File: src/rtl/input_link_buffer_pkg.sv
// input_link_pkg: shared state type, channel packing and width helpers for the input link buffer
package input_link_pkg;
  typedef enum logic [1:0] {IDLE, ACCEPT, DRAIN} state_t;
  localparam int PACK_MAX = 1024;
  function automatic int cnt_w(input int depth);
    return $clog2(depth) + 1;
  endfunction
  function automatic logic [PACK_MAX-1:0] pack_word(input logic [PACK_MAX-1:0] din, input int nch,
                                                    input int in_w, input int keep);
    logic [PACK_MAX-1:0] r;
    r = '0;
    for (int c = 0; c < nch; c++)
      for (int b = 0; b < keep; b++)
        r[c*keep+b] = din[c*in_w+in_w-keep+b];
    return r;
  endfunction
endpackage

File: src/rtl/input_link_buffer_if.sv
// input_link_buffer_if: link-side and reader-side handshake bundle of the input link buffer
interface input_link_buffer_if #(
  parameter int NCH   = 2,
  parameter int IN_W  = 32,
  parameter int KEEP  = 18,
  parameter int OVF_W = 16
);
  logic                 en_proc;
  logic                 start;
  logic                 done;
  logic [NCH*IN_W-1:0]  data_in;
  logic                 in_valid;
  logic                 read_en;
  logic                 empty;
  logic                 full;
  logic [NCH*KEEP-1:0]  data_out;
  logic                 out_valid;
  logic [OVF_W-1:0]     ovf_count;
  modport slave (input en_proc, start, data_in, in_valid, read_en,
                 output done, empty, full, data_out, out_valid, ovf_count);
  modport master (output en_proc, start, data_in, in_valid, read_en,
                  input done, empty, full, data_out, out_valid, ovf_count);
endinterface

File: src/rtl/input_link_buffer_fifo.sv
// sync_fifo: occupancy-counted FIFO with registered read data and a drop flag for writes refused while full
module sync_fifo
  import input_link_pkg::*;
#(
  parameter int WIDTH = 36,
  parameter int DEPTH = 64
) (
  input  logic             clk,
  input  logic             reset,
  input  logic             we,
  input  logic [WIDTH-1:0] wdata,
  input  logic             re,
  output logic [WIDTH-1:0] rdata,
  output logic             rvalid,
  output logic             empty,
  output logic             full,
  output logic             drop
);
  localparam int AW = $clog2(DEPTH);
  localparam int CW = cnt_w(DEPTH);
  logic [WIDTH-1:0] mem_q [DEPTH];
  logic [AW-1:0] wp_q, wp_d, rp_q, rp_d;
  logic [CW-1:0] cnt_q, cnt_d;
  logic [WIDTH-1:0] rdata_q, rdata_d;
  logic rvalid_q, rvalid_d, empty_q, empty_d, full_q, full_d, rd, wr;
  always_comb begin
    rd = re && !empty_q;
    wr = we && (!full_q || rd);
    drop = we && full_q && !rd;
    cnt_d = cnt_q + CW'(wr) - CW'(rd);
    wp_d = wr ? wp_q + 1'b1 : wp_q;
    rp_d = rd ? rp_q + 1'b1 : rp_q;
    empty_d = cnt_d == '0;
    full_d = cnt_d == CW'(DEPTH);
    rdata_d = rd ? mem_q[rp_q] : rdata_q;
    rvalid_d = rd;
  end
  always_ff @(posedge clk) begin
    if (reset) begin
      wp_q <= '0;
      rp_q <= '0;
      cnt_q <= '0;
      rdata_q <= '0;
      rvalid_q <= 1'b0;
      empty_q <= 1'b1;
      full_q <= 1'b0;
    end else begin
      wp_q <= wp_d;
      rp_q <= rp_d;
      cnt_q <= cnt_d;
      rdata_q <= rdata_d;
      rvalid_q <= rvalid_d;
      empty_q <= empty_d;
      full_q <= full_d;
    end
  end
  always_ff @(posedge clk) begin
    if (wr) mem_q[wp_q] <= wdata;
  end
  assign rdata = rdata_q;
  assign rvalid = rvalid_q;
  assign empty = empty_q;
  assign full = full_q;
endmodule

File: src/rtl/input_link_buffer.sv
// input_link_buffer: packs channel MSBs into one word and buffers it within a start/done event window
module input_link_buffer
  import input_link_pkg::*;
#(
  parameter int NCH        = 2,
  parameter int IN_W       = 32,
  parameter int KEEP       = 18,
  parameter int DEPTH      = 64,
  parameter int EVT_CYCLES = 64,
  parameter int OVF_W      = 16
) (
  input logic clk,
  input logic reset,
  input_link_buffer_if.slave bus
);
  localparam int PW = NCH * KEEP;
  localparam int WCW = ($clog2(EVT_CYCLES) > 0) ? $clog2(EVT_CYCLES) : 1;
  state_t state_q, state_d;
  logic [WCW-1:0] win_q, win_d;
  logic [OVF_W-1:0] ovf_q, ovf_d;
  logic done_q, done_d, we, drop, f_empty;
  logic [PACK_MAX-1:0] pk;
  logic [PW-1:0] packed_w;
  logic unused_pk;
  assign pk = pack_word(PACK_MAX'(bus.data_in), NCH, IN_W, KEEP);
  assign packed_w = pk[PW-1:0];
  assign unused_pk = ^pk[PACK_MAX-1:PW];
  always_comb begin
    state_d = state_q;
    win_d = win_q;
    done_d = 1'b0;
    we = 1'b0;
    case (state_q)
      IDLE: if (bus.start && bus.en_proc) begin
        state_d = ACCEPT;
        win_d = WCW'(EVT_CYCLES - 1);
      end
      ACCEPT: begin
        we = bus.in_valid && bus.en_proc;
        if (bus.en_proc) begin
          if (win_q == '0) state_d = DRAIN;
          else win_d = win_q - 1'b1;
        end
      end
      DRAIN: if (f_empty) begin
        state_d = IDLE;
        done_d = 1'b1;
      end
      default: state_d = IDLE;
    endcase
    ovf_d = (drop && ovf_q != '1) ? ovf_q + 1'b1 : ovf_q;
  end
  always_ff @(posedge clk) begin
    if (reset) begin
      state_q <= IDLE;
      win_q <= '0;
      done_q <= 1'b0;
      ovf_q <= '0;
    end else begin
      state_q <= state_d;
      win_q <= win_d;
      done_q <= done_d;
      ovf_q <= ovf_d;
    end
  end
  sync_fifo #(.WIDTH(PW), .DEPTH(DEPTH)) u_fifo (
    .clk(clk),
    .reset(reset),
    .we(we),
    .wdata(packed_w),
    .re(bus.read_en),
    .rdata(bus.data_out),
    .rvalid(bus.out_valid),
    .empty(f_empty),
    .full(bus.full),
    .drop(drop)
  );
  assign bus.empty = f_empty;
  assign bus.done = done_q;
  assign bus.ovf_count = ovf_q;
endmodule

File: src/flat_wrapper.sv
// flat-port wrapper written by rule: the top's interface ports become plain ports
module input_link_buffer_flat import input_link_pkg::*;
#(
  parameter int NCH        = 2,
  parameter int IN_W       = 32,
  parameter int KEEP       = 18,
  parameter int DEPTH      = 64,
  parameter int EVT_CYCLES = 64,
  parameter int OVF_W      = 16
)
  (clk, reset, bus_en_proc, bus_start, bus_data_in, bus_in_valid, bus_read_en, bus_done, bus_empty, bus_full, bus_data_out, bus_out_valid, bus_ovf_count);
  input_link_buffer_if #(.NCH(NCH), .IN_W(IN_W), .KEEP(KEEP), .OVF_W(OVF_W)) bus_i ();
  input logic clk;
  input logic reset;
  input wire logic [$bits(bus_i.en_proc)-1:0] bus_en_proc;
  input wire logic [$bits(bus_i.start)-1:0] bus_start;
  input wire logic [$bits(bus_i.data_in)-1:0] bus_data_in;
  input wire logic [$bits(bus_i.in_valid)-1:0] bus_in_valid;
  input wire logic [$bits(bus_i.read_en)-1:0] bus_read_en;
  output wire logic [$bits(bus_i.done)-1:0] bus_done;
  output wire logic [$bits(bus_i.empty)-1:0] bus_empty;
  output wire logic [$bits(bus_i.full)-1:0] bus_full;
  output wire logic [$bits(bus_i.data_out)-1:0] bus_data_out;
  output wire logic [$bits(bus_i.out_valid)-1:0] bus_out_valid;
  output wire logic [$bits(bus_i.ovf_count)-1:0] bus_ovf_count;
  assign bus_i.en_proc = bus_en_proc;
  assign bus_i.start = bus_start;
  assign bus_i.data_in = bus_data_in;
  assign bus_i.in_valid = bus_in_valid;
  assign bus_i.read_en = bus_read_en;
  assign bus_done = bus_i.done;
  assign bus_empty = bus_i.empty;
  assign bus_full = bus_i.full;
  assign bus_data_out = bus_i.data_out;
  assign bus_out_valid = bus_i.out_valid;
  assign bus_ovf_count = bus_i.ovf_count;
  input_link_buffer #(.NCH(NCH), .IN_W(IN_W), .KEEP(KEEP), .DEPTH(DEPTH), .EVT_CYCLES(EVT_CYCLES), .OVF_W(OVF_W)) u_core (.clk(clk), .reset(reset), .bus(bus_i));
endmodule
File: config.mk
export PLATFORM = sky130hd
export DESIGN_NAME = input_link_buffer_flat
export DESIGN_NICKNAME = d
export VERILOG_FILES = /design/src/rtl/input_link_buffer_pkg.sv /design/src/rtl/input_link_buffer_if.sv /design/src/rtl/input_link_buffer_fifo.sv /design/src/rtl/input_link_buffer.sv /design/src/flat_wrapper.sv
export SDC_FILE = /design/constraint.sdc
export NUM_CORES = 2
export LEC_CHECK = 0
export BUFFER_PORTS_ARGS = -buffer_cell sky130_fd_sc_hd__buf_4
export CAP_MARGIN = 30
export CORE_MARGIN = 2
export CORE_UTILIZATION = 45
export DETAILED_ROUTE_END_ITERATION = 6
export GPL_TIMING_DRIVEN = 1
export PLACE_DENSITY = 0.63
export SYNTH_ARGS = -nofsm -noshare
export SYNTH_HDL_FRONTEND = slang
export SYNTH_SLANG_ARGS = --single-unit
File: constraint.sdc
create_clock -name clk -period 5.2 [get_ports clk]
set_input_delay 0 -clock clk [delete_from_list [all_inputs] [get_ports clk]]
set_output_delay 0 -clock clk [all_outputs]
set_load 0.05 [all_outputs]
After elaboration in Yosys (flattened, before gate mapping)
Memory sizes are Yosys's and may differ from the RTL's. A register that Yosys moved wholly into a read port is not among the register bits.
Cells that the tools add are included.
{ "op_classes": {"muxes": 13, "addsub": 6, "n_eq_ne": 9, "bitwise": 1, "reduce_logical": 18} }
{ "op_table": {"columns": ["operator", "n"], "rows": [
  ["$mux W6", 3],
  ["$add A16 B1 Y16 const B", 1],
  ["$ne A16 B16 Y1 const B", 1],
  ["$add A6 B1 Y6 const B", 2],
  ["$pmux W6 S2", 1],
  ["$mux W2", 4],
  ["$reduce_and A4 Y1", 2],
  ["$add A7 B1 Y7", 1],
  ["$eq A7 B7 Y1 const B", 1],
  ["$logic_and A1 B1 Y1", 7],
  ["$logic_not A7 Y1", 1],
  ["$sub A7 B1 Y7", 1],
  ["$logic_not A6 Y1", 1],
  ["$ne A2 B2 Y1 const B", 3],
  ["$pmux W2 S3", 1],
  ["$sub A6 B1 Y6 const B", 1],
  ["$mux W1", 4],
  ["$ne A2 B1 Y1 const B", 2],
  ["$logic_not A1 Y1", 3],
  ["$eq A2 B1 Y1 const B", 1],
  ["$eq A2 B2 Y1 const B", 1],
  ["$logic_not A2 Y1", 1],
  ["$reduce_bool A2 Y1", 1],
  ["$reduce_or A2 Y1", 1],
  ["2 further kinds", 2]
]} }
{ "totals": {"word_cells": 58, "out_inout_bits": 56, "register_bits": 47, "inputBits": 70, "memories": 1, "ramBits": 2304} }
{ "memory_table": {"columns": ["memory", "depth", "word_bits", "read_ports", "rd_ports_with_merged_regs", "wr", "line", "source"], "rows": [
  ["u_core.u_fifo.mem_q", 64, 36, 1, 1, 1, "input_link_buffer_fifo.sv:21", "logic [WIDTH-1:0] mem_q [DEPTH];"]
]} }

Logic depth before layout (Yosys ltp)
{ "logic_depth": {"word_depth": 7, "depth_mapped": 13} }

By module
Synthesis repeated with hierarchy kept, for this count alone.
{ "unflattened": {"hier_cells": 4200, "hier_area_um2": 91278.8} }
{ "by_module_without_submodules": {"columns": ["module", "cells_each", "area_per_inst_um2", "seq_area_each_um2", "instances"], "rows": [
  ["sync_fifo", 4049, 89955.0, 70347.5, 1],
  ["input_link_buffer", 151, 1323.8, 500.5, 1]
]} }

Worst setup path before layout
OpenSTA, ideal clock, no wires.
{ "synth_timing": {"kind": "flip-flop to flip-flop", "from": "register u_core.u_fifo.empty_q (netlist: u_core.u_fifo.empty)", "to": "memory u_core.u_fifo.mem_q[63][0] (enable)", "arrival_ns": 3.179, "synth_period_minus_slack_ns": 3.608, "path_buffers": 1, "setup_time_ns": 0.429, "path_stages_with_launch": 7, "setup_slack_ns": 1.592, "t_required_ns": 4.771, "cell_sequence": "dfxtp_1 -> nand2b_1 -> a21oi_1 -> and2_1 -> nand3_1 -> clkbuf_1 -> nor2_1"} }
{ "synth_between": {"elab_chain_len": 6} }
{ "synth_rtl": {"columns": ["item", "line", "source"], "rows": [
  ["start: declaration", "input_link_buffer_fifo.sv:25", "logic rvalid_q, rvalid_d, empty_q, empty_d, full_q, full_d, rd, wr;"],
  ["start signal: assignment", "input_link_buffer_fifo.sv:53", "empty_q <= empty_d;"],
  ["$logic_not A1 Y1", "input_link_buffer_fifo.sv:27", "rd = re && !empty_q;"],
  ["$logic_and A1 B1 Y1", "input_link_buffer_fifo.sv:27", null],
  ["$logic_or A1 B1 Y1", "input_link_buffer_fifo.sv:28", "wr = we && (!full_q || rd);"],
  ["$logic_and A1 B1 Y1", "input_link_buffer_fifo.sv:28", null],
  ["$mux W1", "input_link_buffer_fifo.sv:58", "if (wr) mem_q[wp_q] <= wdata;"],
  ["$mux W1 (not written as such)", "input_link_buffer_fifo.sv:58", null],
  ["end: declaration", "input_link_buffer_fifo.sv:21", null]
]} }
No other way between the ends.

==> results.txt <==
outcome = completed
total CTS buffers = 226
Synth Register Bits = 2387
Crit path depth = 6
number of DRC markers in iteration 0 = 5419
Crit path buffers/inverters = 2
skew final = 0.0405 ns
Post-DRT Antenna Nets = 0
Post-Syn Area = 91200 um^2
Worst EP required = 5.95 ns
DR pass1 iterations = 6
post-synthesis adder-cell area fraction = 0.187%
Power Density = 383 nW/um^2
Initial Util = 45.2%
Synth cell types = 60
largest net degree at the start of global routing = 138
R2R cell count = 6
Post-Synth XOR/XNOR Area = 0.336%
Crit Path Class = register to register
Critical Path End Type = register
Worst VDD drop = 0.281 mV
share of layout cells above drive strength 1 = 25.7%
simple-gate share of the synthesized area = 1.72%
Avg WL per Cell = 32.1 um
Async S/R FF share, synth = 0%
Setup WS post-layout = 1.49 ns
via count = 44900
final period utilization = 71.3%
setup TNS = 0 ns
highest clock rate = 0.270 GHz
CTS clk-pin slew, worst paths = 0.06 ns
All-Layer GR Usage = 22.8%
Root Driver = clkbuf_16
initial antenna violation count = 12
most frequent cells in the layout = 2304 x edfxtp_1, 530 x mux4_2, 261 x mux2i_1
hpwl dp = 132000 um
die footprint = 206000 um^2
cell family with most CP delay = multiplexers
RSZ-0062 raised after global routing = false
Max-Cap Viols = 0
synthesized net count = 4250
fillers = 15700
share of the yosys chip area belonging to registers = 77.7%
CP Max Fanout = 89
Synth Warn # = 0
TritonCTS clock tree = built
synthesis-to-finish area growth = 13.8%
Tightest Hold Check Type = primary input to register
Slew HR = 30.5%
multiplexer share of the synthesized area = 16.0%
max incr delay on CP = 0.86 ns
Startpoint Class = register
H-tree depth = 4
Die Height = 454 um
Final min period = 3.71 ns
Port Buffers = 97
worst slew pin tran = 1.04 ns
Setup Fix Bufs, Post-CTS = 0
P_leak = 31.4 nW
Post-synth EDFFs = 2304
max-slew violations = 0
final net count = 4577
vias in the first global route = 43600
residual DRC count = 0
Vias/cell = 6.09
slowest CP cell = dfxtp_4
DIE WIDTH = 454 um
first-pass GRT wire length = 332000 um
Routed Wire Length = 237000 um
io pins = 126
CTS Sinks = 2387
crit-path cells = buf_12 -> mux4_2 -> mux4_2 -> o221ai_1 -> buf_4 -> o211ai_1
leading cell type in the layout, fill and taps excluded = edfxtp_1
Bufs on Longest Clock Path = 3
Worst path most repeated cell = mux4_2
clk_lat worst skew = 0.87 ns
Synth Area in Compound Gates = 2.67%
final hold viol count = 0
worst endpoint data arrival time = 4.45 ns
Most used DFF post-synth = edfxtp_1
placer congestion estimate = 0.828
row cnt = 165
Finish-stage setup viols = 0
Hold Path Cell Cnt = 4
main combinational cell family by area after synthesis = multiplexers
DP Worst Slack = 1.41 ns
Mean Syn Cell Area = 21.9 um^2
synthesized instance count = 4167
grt ovf = 0
core region area = 202000 um^2
==> final timing paths <==
check,endpoint,startpoint,slack (ns)
min reg2reg,u_core.u_fifo.rdata[26]$_SDFFE_PP0P_,u_core.u_fifo.rdata[26]$_SDFFE_PP0P_,0.50
max reg2reg,u_core.u_fifo.rdata[26]$_SDFFE_PP0P_,u_core.u_fifo.rp_q[0]$_SDFFE_PP0P_,1.49
max,u_core.u_fifo.rdata[26]$_SDFFE_PP0P_,u_core.u_fifo.rp_q[0]$_SDFFE_PP0P_,1.49
min,u_core.win_q[3]$_SDFFE_PP0P_,bus_start,0.16
==> stage by stage <==
step | hold WS, ns | total power [mW] | utilization [%] | cells | instance area (um^2)
floorplan | 0.0989 | 23.4 | - | 4167 | 91200
global placement | 0.385 | 24.3 | 47.6 | 6888 | 96200
detailed placement | 0.384 | 24.3 | 47.6 | 6892 | 96200
CTS | 0.0928 | 40.0 | 51.4 | 7357 | 104000
global route | 0.182 | 40.9 | 51.4 | 7360 | 104000
finish | 0.163 | 39.8 | 51.4 | 7364 | 104000
==> metal layers <==
| layer | GRT usage [%] | vias to the layer above | wire length (um) |
|---|---|---|---|
| met4 | 6.78 | 6 | 6800 |
| met1 | 33.2 | 24300 | 97200 |
| li1 | - | 18200 | - |
| met5 | 0 | - | 38 |
| met3 | 3.93 | 273 | 20500 |
| met2 | 35.6 | 2062 | 112000 |
==> cells by family after synthesis <==
group / after synthesis
AOI/OAI and AO/OA: 351
xor gates and xnor gates: 35
adders and majority gates: 13
buffers and inverters: 239
DFF: 2387
muxes: 793
and+or+nand+nor: 349
==> area by class of cell <==
class / count / area [um^2] / share of cell area [%]
Sequential cell: 2387 / 70900 / 68.3
Antenna cell: 6 / 15.0 / 0.0145
Clock buffer: 298 / 6130 / 5.90
Inverter: 17 / 63.8 / 0.0615
Clock inverter: 122 / 976 / 0.940
Tap cell: 2672 / 3340 / 3.22
Timing Repair Buffer: 321 / 2820 / 2.71
Multi-Input combinational cell: 1541 / 19600 / 18.9
==> where the power goes <==
group,switching [mW],internal [mW]
Clock,7.06,8.78
Sequential,0.0919,21.1
Combinational,1.54,1.17
Total,8.69,31.1
==> repair_timing <==
item	CTS	global route
endpoints found under the hold margin	2354	0
resized for setup	0	0
hold buffers	45	0
==> sequential cells by signal (all words and copies together), names as in the netlist <==
register / cells
u_core.u_fifo.rp_q: 6
u_core.state_q: 2
u_core.u_fifo.full: 1
u_core.bus.done: 1
u_core.u_fifo.empty: 1
u_core.u_fifo.mem_q: 2304
u_core.u_fifo.cnt_q: 7
u_core.u_fifo.rdata: 36
u_core.bus.ovf_count: 16
u_core.win_q: 6
u_core.u_fifo.wp_q: 6
u_core.u_fifo.rvalid: 1
==> worst register-to-register path, stage by stage, from the launching register on <==
cell      delay [ns]
dfxtp_4         0.86
buf_12          0.60
mux4_2          0.73
mux4_2          0.58
o221ai_1        0.50
buf_4           0.23
o211ai_1        0.08
==> Yosys cell counts, types with 11 or more instances <==
master / n / share of area [%]
edfxtp_1: 2304 / 76
mux4_2: 530 / 13
mux2i_1: 261 / 2.9
nor2_1: 168 / 0.69
dfxtp_1: 83 / 1.8
a21oi_1: 70 / 0.38
clkbuf_1: 68 / 0.28
nand2_1: 67 / 0.28
buf_2: 66 / 0.36
o22ai_1: 43 / 0.29
a22oi_1: 42 / 0.35
buf_4: 34 / 0.28
o221ai_1: 32 / 0.31
o21ai_1: 29 / 0.16
buf_6: 28 / 0.35
buf_1: 25 / 0.10
xor2_1: 22 / 0.21
a2111oi_0: 21 / 0.20
nand3_1: 20 / 0.11
nor3_1: 19 / 0.10
o21ai_0: 19 / 0.10
a221o_1: 18 / 0.20
a31oi_1: 16 / 0.11
nand4_1: 14 / 0.096
nor2b_1: 14 / 0.096
inv_1: 13 / 0.053
xnor2_1: 13 / 0.12
a221oi_1: 12 / 0.12
and2_1: 12 / 0.082
ha_1: 12 / 0.16
a211o_1: 11 / 0.11
Power figures use the tool's default switching activity.
